**src/rtl/_serial_logic16.sv**
```systemverilog
// Bit-serial 16-bit AND / NOT unit that produces one result bit per cycle behind a valid/ready handshake.
// Optional macro SERIAL_LOGIC16_PROGRESS_EN adds the out_idx progress port.

module _and (
  input  logic a,
  input  logic b,
  output logic y
);
  assign y = a & b;
endmodule

module _not (
  input  logic a,
  output logic y
);
  assign y = ~a;
endmodule

module _serial_logic16 #(
  parameter int N = 16
) (
  input  logic         in_clk,
  input  logic         in_rst_n,
  input  logic [0:N-1] in_a,
  input  logic [0:N-1] in_b,
  input  logic         in_op,
  input  logic         in_valid,
  input  logic         in_ready,
  output logic         out_ready,
  output logic [0:N-1] out_y,
  output logic         out_valid
`ifdef SERIAL_LOGIC16_PROGRESS_EN
  ,
  output logic [0:3]   out_idx
`endif
);

  typedef enum logic [1:0] {
    IDLE,
    SHIFT,
    DONE
  } state_t;

  state_t       state;
  state_t       state_next;
  logic [0:N-1] a_q;
  logic [0:N-1] b_q;
  logic         op_q;
  logic [3:0]   idx;
  logic         a_bit;
  logic         b_bit;
  logic         and_bit;
  logic         not_bit;
  logic         res_bit;

  always_ff @(posedge in_clk) begin
    if (!in_rst_n) begin
      state <= IDLE;
    end else begin
      state <= state_next;
    end
  end

  always_comb begin
    state_next = state;
    case (state)
      IDLE:    if (in_valid) state_next = SHIFT;
      SHIFT:   if (idx == 4'd15) state_next = DONE;
      DONE:    if (in_ready) state_next = IDLE;
      default: state_next = IDLE;
    endcase
  end

  assign out_ready = (state == IDLE);
  assign out_valid = (state == DONE);

  // Only the selected operand bits reach the primitives; the result word fills in MSB first.
  assign a_bit = a_q[idx];
  assign b_bit = b_q[idx];

  _and u_and (
    .a (a_bit),
    .b (b_bit),
    .y (and_bit)
  );

  _not u_not (
    .a (a_bit),
    .y (not_bit)
  );

  assign res_bit = op_q ? not_bit : and_bit;

  always_ff @(posedge in_clk) begin
    if (!in_rst_n) begin
      a_q   <= '0;
      b_q   <= '0;
      op_q  <= 1'b0;
      idx   <= 4'd0;
      out_y <= '0;
    end else begin
      if (state == IDLE && in_valid) begin
        a_q  <= in_a;
        b_q  <= in_b;
        op_q <= in_op;
        idx  <= 4'd0;
      end
      // idx wraps back to 0 on the last bit, so it already reads 0 in DONE.
      if (state == SHIFT) begin
        out_y[idx] <= res_bit;
        idx        <= idx + 4'd1;
      end
    end
  end

`ifdef SERIAL_LOGIC16_PROGRESS_EN
  assign out_idx = (state == SHIFT) ? idx : 4'd0;
`endif

endmodule

```
**config.mk**
```make
export PLATFORM = sky130hd
export DESIGN_NAME = _serial_logic16
export DESIGN_NICKNAME = d
export VERILOG_FILES = /design/src/rtl/_serial_logic16.sv
export SDC_FILE = /design/constraint.sdc
export NUM_CORES = 1
export LEC_CHECK = 0
export ABC_AREA = 1
export BUFFER_PORTS_ARGS = -buffer_cell sky130_fd_sc_hd__buf_2
export CORE_MARGIN = 10
export CORE_UTILIZATION = 60
export CTS_BUF_LIST = sky130_fd_sc_hd__clkbuf_8
export DETAILED_ROUTE_END_ITERATION = 12
export PLACE_DENSITY = 0.91
export SYNTH_ARGS = -nofsm -noshare
export SYNTH_HDL_FRONTEND = slang
export SYNTH_SLANG_ARGS = --single-unit
```
**constraint.sdc**
```tcl
create_clock -name in_clk -period 2.2 [get_ports in_clk]
set_input_delay 0 -clock in_clk [delete_from_list [all_inputs] [get_ports in_clk]]
set_output_delay 0 -clock in_clk [all_outputs]
set_load 0.03 [all_outputs]
```
; Word level (Yosys, flattened, before mapping)
; Index checks and enable logic that the tools add are counted.
[totals]
romBits = 0
reg_bits = 55
mem_count = 0
latchBits = 0
mem_bits_rw = 0
elab_cells = 39
[classes]
magnitude_cmp = 2
reduce_logical = 5
bitwise_logic = 3
n_addsub = 1
multipliers = 0
mux = 16
n_eq_ne = 6
shift = 0
n_div = 0
[ops]
columns = op, n
row1 = bitwise mux 16 bit, 1
row2 = binary-select mux 1 bit (select 4 bit), 2
row3 = 2-to-1 mux 4 bit, 2
row4 = 2-to-1 mux 1 bit, 6
row5 = 2-to-1 mux 2 bit, 3
row6 = inequality test 2 bit (second input constant), 3
row7 = one-hot mux 2 bit (3 select lines), 1
row8 = >= comparator 5 bit (second input constant), 1
row9 = less-than comparator 5 x 1 -> 1 bit (second input constant), 1
row10 = NOT 4 -> 5 bit, 1
row11 = adder 4 x 1 -> 4 bit (second input constant), 1
row12 = demux 1 bit (select 4 bit), 1
row13 = equality test 4 bit (second input constant), 1
row14 = AND reduction 3 bit, 1
row15 = equality test 2 x 1 -> 1 bit (second input constant), 1
row16 = equality test 2 bit (second input constant), 1
row17 = logical AND 1 bit, 2
row18 = zero test 2 bit, 1
row19 = nonzero test 2 bit, 1
row20 = AND 1 bit, 1
row21 = NOT 1 bit, 1

; Logic depth before layout (Yosys ltp)
; Gate-level depths: netlist (run 1).
[depth]
word_depth = 7
ltp_mapped = 15
ltp_nobuf = 12

; Hierarchy
; From an unflattened synthesis (run 1), not the netlist that was laid out.
[unflattened]
hier_cells = 365
area_unflattened_um2 = 2551.2
[by_module_without_submodules]
columns = module, area_per_inst_um2, cells_per_inst, n_inst
row1 = _serial_logic16, 2539.9, 362, 1
row2 = _and, 7.5, 2, 1
row3 = _not, 3.8, 1, 1

; Least setup slack after synthesis (run 1)
; Ideal clock, no wire load.
[synth_path]
path_kind = register to register
from = register state[1]
to = register a_q[0] (netlist name)
arrival_time_ps = 1401
n_path_buf = 2
path_slack_ps = 671
path_stages_with_launch = 7
setup_time_ps = 128
path_cell_list = dfxtp_1 > nor2_1 > nand2_1 > buf_2 > clkbuf_1 > o21ai_0 > a21oi_1
[synth_between]
elab_chain_len = 2
[synth_rtl]
columns = item, line
row1 = start: declaration, 44  ; state_t state;
row2 = start signal: assignment, 60  ; state <= state_next;
row3 = zero test 2 bit, -
row4 = via out_ready, 29  ; output logic out_ready,
row5 = logical AND 1 bit, 102  ; if (state == IDLE && in_valid) begin
row6 = end signal: assignment, 103  ; a_q <= in_a;
row7 = end: declaration, 46  ; logic [0:N-1] a_q;
; The timed path passes the listed nets, and every way through them passes these cells.
; A chain may end at the register's enable or synchronous reset.

; Worst setup path in the final report (run 1)
[layout_path]
from = register idx[1]
to = register out_y[6] (netlist name)
[layout_between]
elab_chain_len = 7
[layout_rtl]
columns = item, line
row1 = start: declaration, 49  ; logic [3:0] idx;
row2 = start signal: assignment, 111  ; idx <= idx + 4'd1;
row3 = NOT 4 -> 5 bit (not written as such) (*), "78, 79, 110"
row4 = binary-select mux 1 bit (select 4 bit) (on tied branches), "78, 79"
row5 = 2-to-1 mux 1 bit (on tied branches) (2 in series), "78, 79"
row6 = AND 1 bit or NOT 1 bit (tied branches), "9, 16"
row7 = 2-to-1 mux 1 bit, 92  ; assign res_bit = op_q ? not_bit : and_bit;
row8 = bitwise mux 16 bit (*), 110  ; out_y[idx] <= res_bit;
row9 = end signal: indexed assignment, 110
row10 = end: declaration, 30  ; output logic [0:N-1] out_y,
; Every way passes the cells marked *; elsewhere a longest branch is shown, timed or not. The select of a mux whose other input is x is not followed.

==> results.ini, run 1 <==
[synthesis]
synthMuxAreaShare=0
synth_fa_ha_area_frac=0.0187
synth_top_cell_by_area=dfxtp_1
synth_cells=398
yosys.area_share.simple=0.304
synth_warnings=0
synth_top_family_by_area=simple AND/OR/NAND/NOR gates
yosys_register_bits=55
synth_nets=439
synth-xor-area-share=0
ys_seq_area_frac=0.412
yosysTopAreaCellShare=0.412
synth_compound_area_frac=0.133
syn_avg_cell_area_sq_um=6.72
syn_area_sq_um=2680
synthTopCellsByArea=dfxtp_1, nand2_1, nor2_1, inv_1, o21ai_0
synth.distinct_cells=18

[critical_path]
crit_type=reg2reg
critPathLaunchType=flop
cp-end-kind=flop
r2r_end=out_y[6]
r2r_cells=12
cp.arrival_ns=2.09
r2r_start=idx[1]
required_ns=2.45
rrSetupSlack_ns=0.36
path_max_fanout=16

[global_route]
grt_pass1_wl_um=11600
grt_usage=0.186
grt_max_degree=39
grt_pass1_vias=2577
grt_overflow=0
antenna_found_initial=0

[clock_network]
cts-resized-gates=0
htreeDepth=2
clock_sinks=55
tritoncts.num_buffers=5
root_buffer=clkbuf_8
clk_latency_ns=0.31
clk_path_buf_depth=2
cts_tree=yes
path_clk_slew_ns=0.09

[detailed_routing]
vias=2723
drc=0
wire_per_inst_um=13.1
first_pass_iters=4
dr.first_iter.drc_count=214
ant_nets=0
vias_per_cell=5.19
totalWireLength_um=6890

[floorplan]
core_area_sq_um=4320
fp.dieH_um=86.8
die_w_um=86.8
num_rows=24
dieArea_sq_um=7530
initial_utilization=0.619
ios=55

[finish]
num_antenna_cells=0
drive_gt1_frac=0.173
area_growth_pct=23.0
num-nets-final=513
post-route-util=0.761

[pwr]
p_leak_nw=1.62
cellPowerDensity_nw_per_um2=601
p_total_mw=1.98
peakVddDrop_uv=530

[worst_hold_path]
hold_end=state[1]
hold_path_class=in2reg
min-delay-start=in_ready
hold_depth=4

[timing]
finalSetupViolCount=0
whs_ns=-0.00713
rsz0062_at_grt=no
setup_slack_ns=0.360
max_freq_mhz=544
finalCritPeriodShare=0.836
fin_crit_ns=1.84
finClkSkew_ns=0.00715
worstMarginPinSlew_ns=0.647
finalHoldViolCount=2
relSlewSlack=0.568
fin_tns_setup_ns=0
slew_viol_final=0

[status]
status=complete, but fails checks
violations=negative hold slack

[job]
cap_viol_max_count=0

[placed_design]
placement.io_buffers=54
place_ws_ns=0.405
post-dp-hpwl_um=4670
place.gp.congestion=0.896

worst max-delay path, stage by stage (launching register included):
cell and delay [ns]:
dfxtp_1 0.61, inv_2 0.21, nor2_1 0.15, nand2_1 0.06, nand2_1 0.06, nand2_1 0.05
nand2_1 0.07, inv_2 0.05, nand2_2 0.08, nand3_4 0.21, nand3_2 0.12, nand2_1 0.05
inv_1 0.06
Yosys cell counts:
cell type / n
nand3_4: 2
buf_4: 2
ha_1: 4
nand2_1: 78
nor2_1: 74
o21ai_0: 35
nand3_1: 20
a211oi_1: 1
nand2_2: 1
inv_2: 5
inv_1: 60
a21oi_1: 33
clkbuf_1: 11
nand3_2: 10
buf_6: 4
a221oi_1: 1
buf_2: 2
dfxtp_1: 55
cell families after synthesis:
group | count (synthesis)
simple gates | 185
buf+inv | 84
compound gates | 70
flops | 55
fa+ha+maj | 4
routing by layer:
| metal | wire, um | vias to the layer above | global-route usage |
|---|---|---|---|
| met3 | 453 | 18 | 0.0394 |
| met2 | 3440 | 115 | 0.320 |
| met4 | 193 | 0 | 0.0795 |
| li1 | - | 1370 | - |
| met1 | 2810 | 1220 | 0.217 |
| met5 | 0 | - | 0 |
stage by stage:
step / hold WS [ns] / instance area, sq um / cells
6_report: -0.00713 / 3290 / 525
3_5_place_dp: 0.260 / 2930 / 489
2_1_floorplan: 0.138 / 2680 / 398
3_3_place_gp: 0.256 / 2930 / 489
5_1_grt: 0.00831 / 3290 / 525
4_1_cts: 0.00771 / 3290 / 525
worst max-delay path by stage:
stage	from	cells past startpoint	to
after floorplan	state[1]	6	a_q[0]
after global placement	idx[1]	12	out_y[11]
after detailed placement	idx[1]	12	out_y[13]
after CTS	idx[1]	12	out_y[13]
after global routing	idx[0]	13	out_y[4]
final	idx[1]	12	out_y[6]
placed cells by master, fill, tap and decap left out, types with 2 or more instances in the layout:
cell type	Yosys	final
nand3_4	2	2
buf_2	2	54
inv_2	5	5
inv_1	60	62
clkbuf_8	0	5
o21ai_0	35	35
nand2_1	78	78
a21oi_1	33	33
nand3_2	10	10
nor2_1	74	74
buf_4	2	4
nand3_1	20	20
dfxtp_1	55	55
dlygate4sd3_1	0	28
ha_1	4	4
where the power goes:
| part | total [mW] | internal [mW] | switching [mW] |
|---|---|---|---|
| logic | 0.370 | 0.144 | 0.225 |
| registers | 1.08 | 1.05 | 0.0265 |
| clock network | 0.529 | 0.215 | 0.314 |
final cells by class:
class,instances,area [sq um]
timing repair buffer,86,581
sequential,55,1100
tap,52,65.1
multi-input combinational,259,1220
fill,318,1030
clock inverter,3,12.5
clock buffer,5,68.8
inverter,65,244
flip-flops by register name (all words and copies together) (netlist names):
register,flops
idx,4
b_q,16
a_q,16
state,2
out_y,16
op_q,1
timing repair:
action                    CTS  global route
setup buffers               0             0
hold buffers               28             0
hold endpoints to repair   28             0
Power figures use the tool's default switching activity.
==> run 2: changes to the inputs <==
Settings changed: ABC_AREA 1 to 0, CORE_UTILIZATION 60 to 56, PLACE_DENSITY 0.91 to 0.87.
Clock period 2.2 ns to 1.8 ns, I/O delays scaled along.
==> run 2 against run 1 <==
The flow now finishes without violations. Non-clock buffer count is 28 higher. Critical path depth down 6. Area after synthesis decreased by 5.9%. Fmax grew 7.4%. Setup slack got worse by 0.27 ns. Sequential share of layout area shrank 1.0 points. Worst hold slack improved by 0.082 ns. Cell count decreased by 15%. Sequential power rose by 20%. Critical path type unchanged. Critical endpoint is now out_y[11].
==> results.ini, run 2 <==
[status]
status=completed

[pwr]
p_sw_mw=0.600
cellPowerDensity_nw_per_um2=710
clockPowerShare=0.329
p_leak_nw=1.42
peakVddDrop_uv=679
pwr-share-comb=0.138
intPower_mw=1.83
switching_share=0.247
p_seq_frac=0.533

[synthesis]
synth_top_cell_by_area=dfxtp_1
synth_nets=334
synth.most_common_cell=nand2_1
synth_edf_count=0
yosysTopAreaCellShare=0.438
synth_warnings=0
synth_top_flop_cell=dfxtp_1
yosys_register_bits=55
ys_seq_area_frac=0.438
synth.distinct_cells=42
syn_area_sq_um=2520
synth_cells=293
synthTopCellsByArea=dfxtp_1, nand2_1, a21oi_1, mux4_1, o21ai_0
syn_avg_cell_area_sq_um=8.59
ys_top_cells_by_count=nand2_1, dfxtp_1, a21oi_1, nor2_1, o21ai_0
async_flop_share=0

[critical_path]
path_max_fanout=7
cp.arrival_ns=1.91
cp_slowest_cell=or4b_4
required_ns=2.00
critPathMaxStageDelay_ns=0.52
cp_cell_sequence=buf_6 -> a2111oi_2 -> buf_4 -> or4b_4 -> o22ai_4 -> a31oi_1
cp-end-kind=flop
crit_type=reg2reg
critPathLaunchType=flop

[timing]
finClkSkew_ns=0.0181
finalHoldViolCount=0
rsz0062_at_grt=yes
worstMarginPinSlew_ns=0.541
finalCritPeriodShare=0.952
setup_slack_ns=0.0868
relSlewSlack=0.639
fin_crit_ns=1.71
max_freq_mhz=584
finalSetupViolCount=0
whs_ns=0.0751
slew_viol_final=0

[detailed_routing]
wire_per_inst_um=16.8
vias_per_cell=5.75
vias=2570
totalWireLength_um=7520
drc=0
first_pass_iters=6
dr.first_iter.drc_count=202
ant_nets=0

[floorplan]
core_area_sq_um=4350
initial_utilization=0.578
die_w_um=87.0
dieArea_sq_um=7570
ios=55
num_rows=24
fp.dieH_um=87.0

[finish]
final_common_cell=nand2_1
area_growth_pct=36.2
largestRegisters=a_q x16, b_q x16, out_y x16
layout_common_cells=nand2_1, buf_2, dfxtp_1
drive_gt1_frac=0.271
num_antenna_cells=0
num-nets-final=436
layoutNonFillerInstCount=447

[placed_design]
post-place-cells=402
place.gp.congestion=0.852
placement.io_buffers=54
place_ws_ns=-0.0998
post-dp-hpwl_um=4660

[clock_network]
htreeDepth=2
root_buffer=clkbuf_8
path_clk_slew_ns=0.11
tritoncts.num_buffers=5
clock_sinks=55
clk_latency_ns=0.32
cts_tree=yes
clk_path_buf_depth=2

[global_route]
grt_pass1_vias=2527
antenna_found_initial=0
grt_usage=0.198
grt_overflow=0
grt_max_degree=35
grt_pass1_wl_um=12200

[job]
cap_viol_max_count=0

[worst_hold_path]
hold_path_class=in2reg

run 2: cell count changes after synthesis, sizes merged, moves of 4 or more:
cell and delta:
inv -60, nor2 -57, nand3 -25, o21ai -17
a31oi +8, mux4 +6, o22ai +5, nor2b +4
o21a +4, o311ai +4
run 2: critical path, delay by kind of cell (launching register included):
family | cells | cell delay, ns
AOI/OAI and AO/OA | 3 | 0.37
buffers and inverters | 2 | 0.28
DFF | 1 | 0.42
and+or+nand+nor | 1 | 0.52
run 2: layout make-up:
cell class              instances  area, sq um
clock inverters                 2         33.8
multi-input cells             214         1300
clock buffers                   5         68.8
flip-flops and latches         55         1110
inverters                       5         21.3
well taps                      52         65.1
repair buffers                114          826
fillers                       283          927
run 2: final timing paths:
| kind | start | to | slack [ns] | depth (start not counted) |
|---|---|---|---|---|
| worst max-delay path | idx[2] | out_y[11] | 0.09 | 6 |
| worst min-delay path | in_rst_n | out_y[8] | 0.08 | 3 |
| worst max register to register | idx[2] | out_y[11] | 0.09 | 6 |
| worst min register to register | b_q[10] | b_q[10] | 0.46 | 2 |
run 2: power groups by stage:
stage | clock network (mW) | logic [mW] | registers, mW
6_report | 0.800 | 0.337 | 1.30
3_3_place_gp | 0 | 0.250 | 1.32
5_1_grt | 0.865 | 0.365 | 1.30
3_5_place_dp | 0 | 0.259 | 1.32
2_1_floorplan | 0 | 0.177 | 1.31
4_1_cts | 0.796 | 0.317 | 1.29
run 2: through the flow:
stage / cell area, sq um / util / total power, mW / setup TNS (ns)
after detailed placement: 2910 / 0.668 / 1.58 / -0.810
after global routing: 3430 / 0.787 / 2.53 / -0.0294
after floorplan: 2520 / - / 1.49 / 0
after global placement: 2910 / 0.668 / 1.57 / -0.128
after CTS: 3370 / 0.774 / 2.41 / 0
final: 3430 / 0.787 / 2.43 / 0
run 2: routing by layer:
layer / track usage / vias to the layer above / share of wire
met5: 0 / - / 0
met4: 0.100 / 0 / 0.035
met3: 0.0655 / 25 / 0.095
met2: 0.338 / 130 / 0.49
met1: 0.214 / 1188 / 0.38
li1: - / 1227 / -
run 2: logic make-up (layout without fill, tap and decap cells):
| family | after synthesis | after routing | synth area share |
|---|---|---|---|
| adders and majority gates | 4 | 4 | 0.0199 |
| DFF | 55 | 55 | 0.438 |
| AOI/OAI and AO/OA | 82 | 82 | 0.194 |
| and+or+nand+nor | 119 | 119 | 0.217 |
| buffers and inverters | 24 | 126 | 0.0552 |
| muxes | 9 | 9 | 0.0766 |
run 2: what timing repair did:
item / in CTS / in global routing
pin swaps: 2 / 5
buffers inserted: 1 / 3
resized for setup: 6 / 13
endpoints found under the setup margin: 14 / 16
hold buffers: 34 / 0
endpoints found under the hold margin: 34 / 0
==> run 3: changes to the inputs <==
Settings changed: RECOVER_POWER set to 50.
==> run 3 against run 2 <==
Via count decreased by 1.4%. Worst hold slack better by 0.0047 ns. Sequential power hardly changed. Critical endpoint is now out_y[7]. Sequential share of layout area is 0.19 points higher. Total power hardly changed. Cell count did not move. Clock power barely moved. Core utilization is 0.46 points lower. Fmax is 1.3% lower. Non-clock buffer count is the same. Count of clock-buffer cells in the layout stayed put.
==> results.ini, run 3 (same netlist as run 2, synthesis figures left out) <==
[timing]
finalCritPeriodShare=0.965
finalHoldViolCount=0
finClkSkew_ns=0.0176
relSlewSlack=0.637
setup_slack_ns=0.0638
fin_crit_ns=1.74
worstMarginPinSlew_ns=0.544
rsz0062_at_grt=yes
finalSetupViolCount=0
slew_viol_final=0
whs_ns=0.0799
max_freq_mhz=576

[global_route]
grt_pass1_vias=2527
grt_overflow=0
grt_usage=0.198
grt_pass1_wl_um=12200
antenna_found_initial=0
grt_max_degree=35

[critical_path]
cp.arrival_ns=1.99
path_max_fanout=5
required_ns=2.05
crit_type=reg2reg
critPathLaunchType=flop
cp-end-kind=flop

[placed_design]
placement.io_buffers=54
place.gp.congestion=0.852
place_ws_ns=-0.0998
place_area_sq_um=2910
post-dp-hpwl_um=4660

[floorplan]
fp.dieH_um=87.0
dieArea_sq_um=7570
die_w_um=87.0
core_area_sq_um=4350
num_rows=24
initial_utilization=0.578
ios=55

[clock_network]
path_clk_slew_ns=0.11
cts_tree=yes
clock_sinks=55
clk_path_buf_depth=2
htreeDepth=2
root_buffer=clkbuf_8
clk_latency_ns=0.32
tritoncts.num_buffers=5

[finish]
register_area_sq_um=1110
n_fill_cell=294
multi_input_area_sq_um=1300
num_antenna_cells=0
final_cell_area_sq_um=3410
final_common_cell=nand2_1
post-route-util=0.782
largestRegisters=a_q x16, b_q x16, out_y x16
layout_common_cells=nand2_1, dfxtp_1, buf_2
drive_gt1_frac=0.230
area_growth_pct=35.4
num-nets-final=436

[detailed_routing]
vias_per_cell=5.67
ant_nets=0
wire_per_inst_um=16.9
totalWireLength_um=7550
dr.first_iter.drc_count=213
vias=2535
first_pass_iters=5
drc=0

[pwr]
p_leak_nw=1.35
peakVddDrop_uv=686
cellPowerDensity_nw_per_um2=714

[worst_hold_path]
hold_path_class=in2reg

[status]
status=completed

[job]
cap_viol_max_count=0

run 3: cell count changes in the layout (fill, tap and decap cells not counted), sizes merged:
cell    before  now
clkbuf       5   21
buf         80   64
run 3: cell type report:
class	instances	area share
clock inverters	2	0.00992
flip-flops and latches	55	0.326
well taps	52	0.0191
clock buffers	5	0.0202
inverters	5	0.00624
multi-input cells	214	0.382
repair buffers	114	0.237
run 3: worst paths after layout:
check | depth (start not counted) | start | slack [ns] | to
setup / recovery | 5 | idx[1] | 0.06 | out_y[7]
hold / removal | 3 | in_rst_n | 0.08 | out_y[8]
setup reg to reg | 5 | idx[1] | 0.06 | out_y[7]
hold reg to reg | 2 | b_q[14] | 0.46 | b_q[14]
run 3: report_power, final:
part / total [mW] / leakage, nW / internal, mW / switching [mW]
logic: 0.336 / 0.841 / 0.170 / 0.166
registers: 1.30 / 0.451 / 1.26 / 0.0364
clock network: 0.801 / 0.0554 / 0.403 / 0.398
run 3: what timing repair did:
action | 4_1_cts | 5_1_grt
resized for setup | 6 | 13
hold endpoints to repair | 34 | 0
hold buffers | 34 | 0
setup buffers | 1 | 3
pin swaps | 2 | 5
endpoints found under the setup margin | 14 | 16
run 3: critical path, cell delays in order, from the launching register on:
cell	delay, ns
dfxtp_4	0.40
mux4_2	0.53
mux2i_4	0.22
and4b_1	0.25
o21ai_2	0.10
o22ai_1	0.18
run 3: layer usage:
metal / up-vias / track usage / wire (um)
met3: 22 / 0.0655 / 648
met4: 0 / 0.100 / 247
met5: - / 0 / 0
li1: 1230 / - / -
met2: 118 / 0.338 / 3720
met1: 1165 / 0.214 / 2930
run 3: stage by stage:
step	total power [mW]	TNS, ns	std cells
after CTS	2.41	0	444
after floorplan	1.49	0	293
after global routing	2.53	-0.0294	447
after detailed placement	1.58	-0.810	402
after global placement	1.57	-0.128	402
final	2.43	0	447
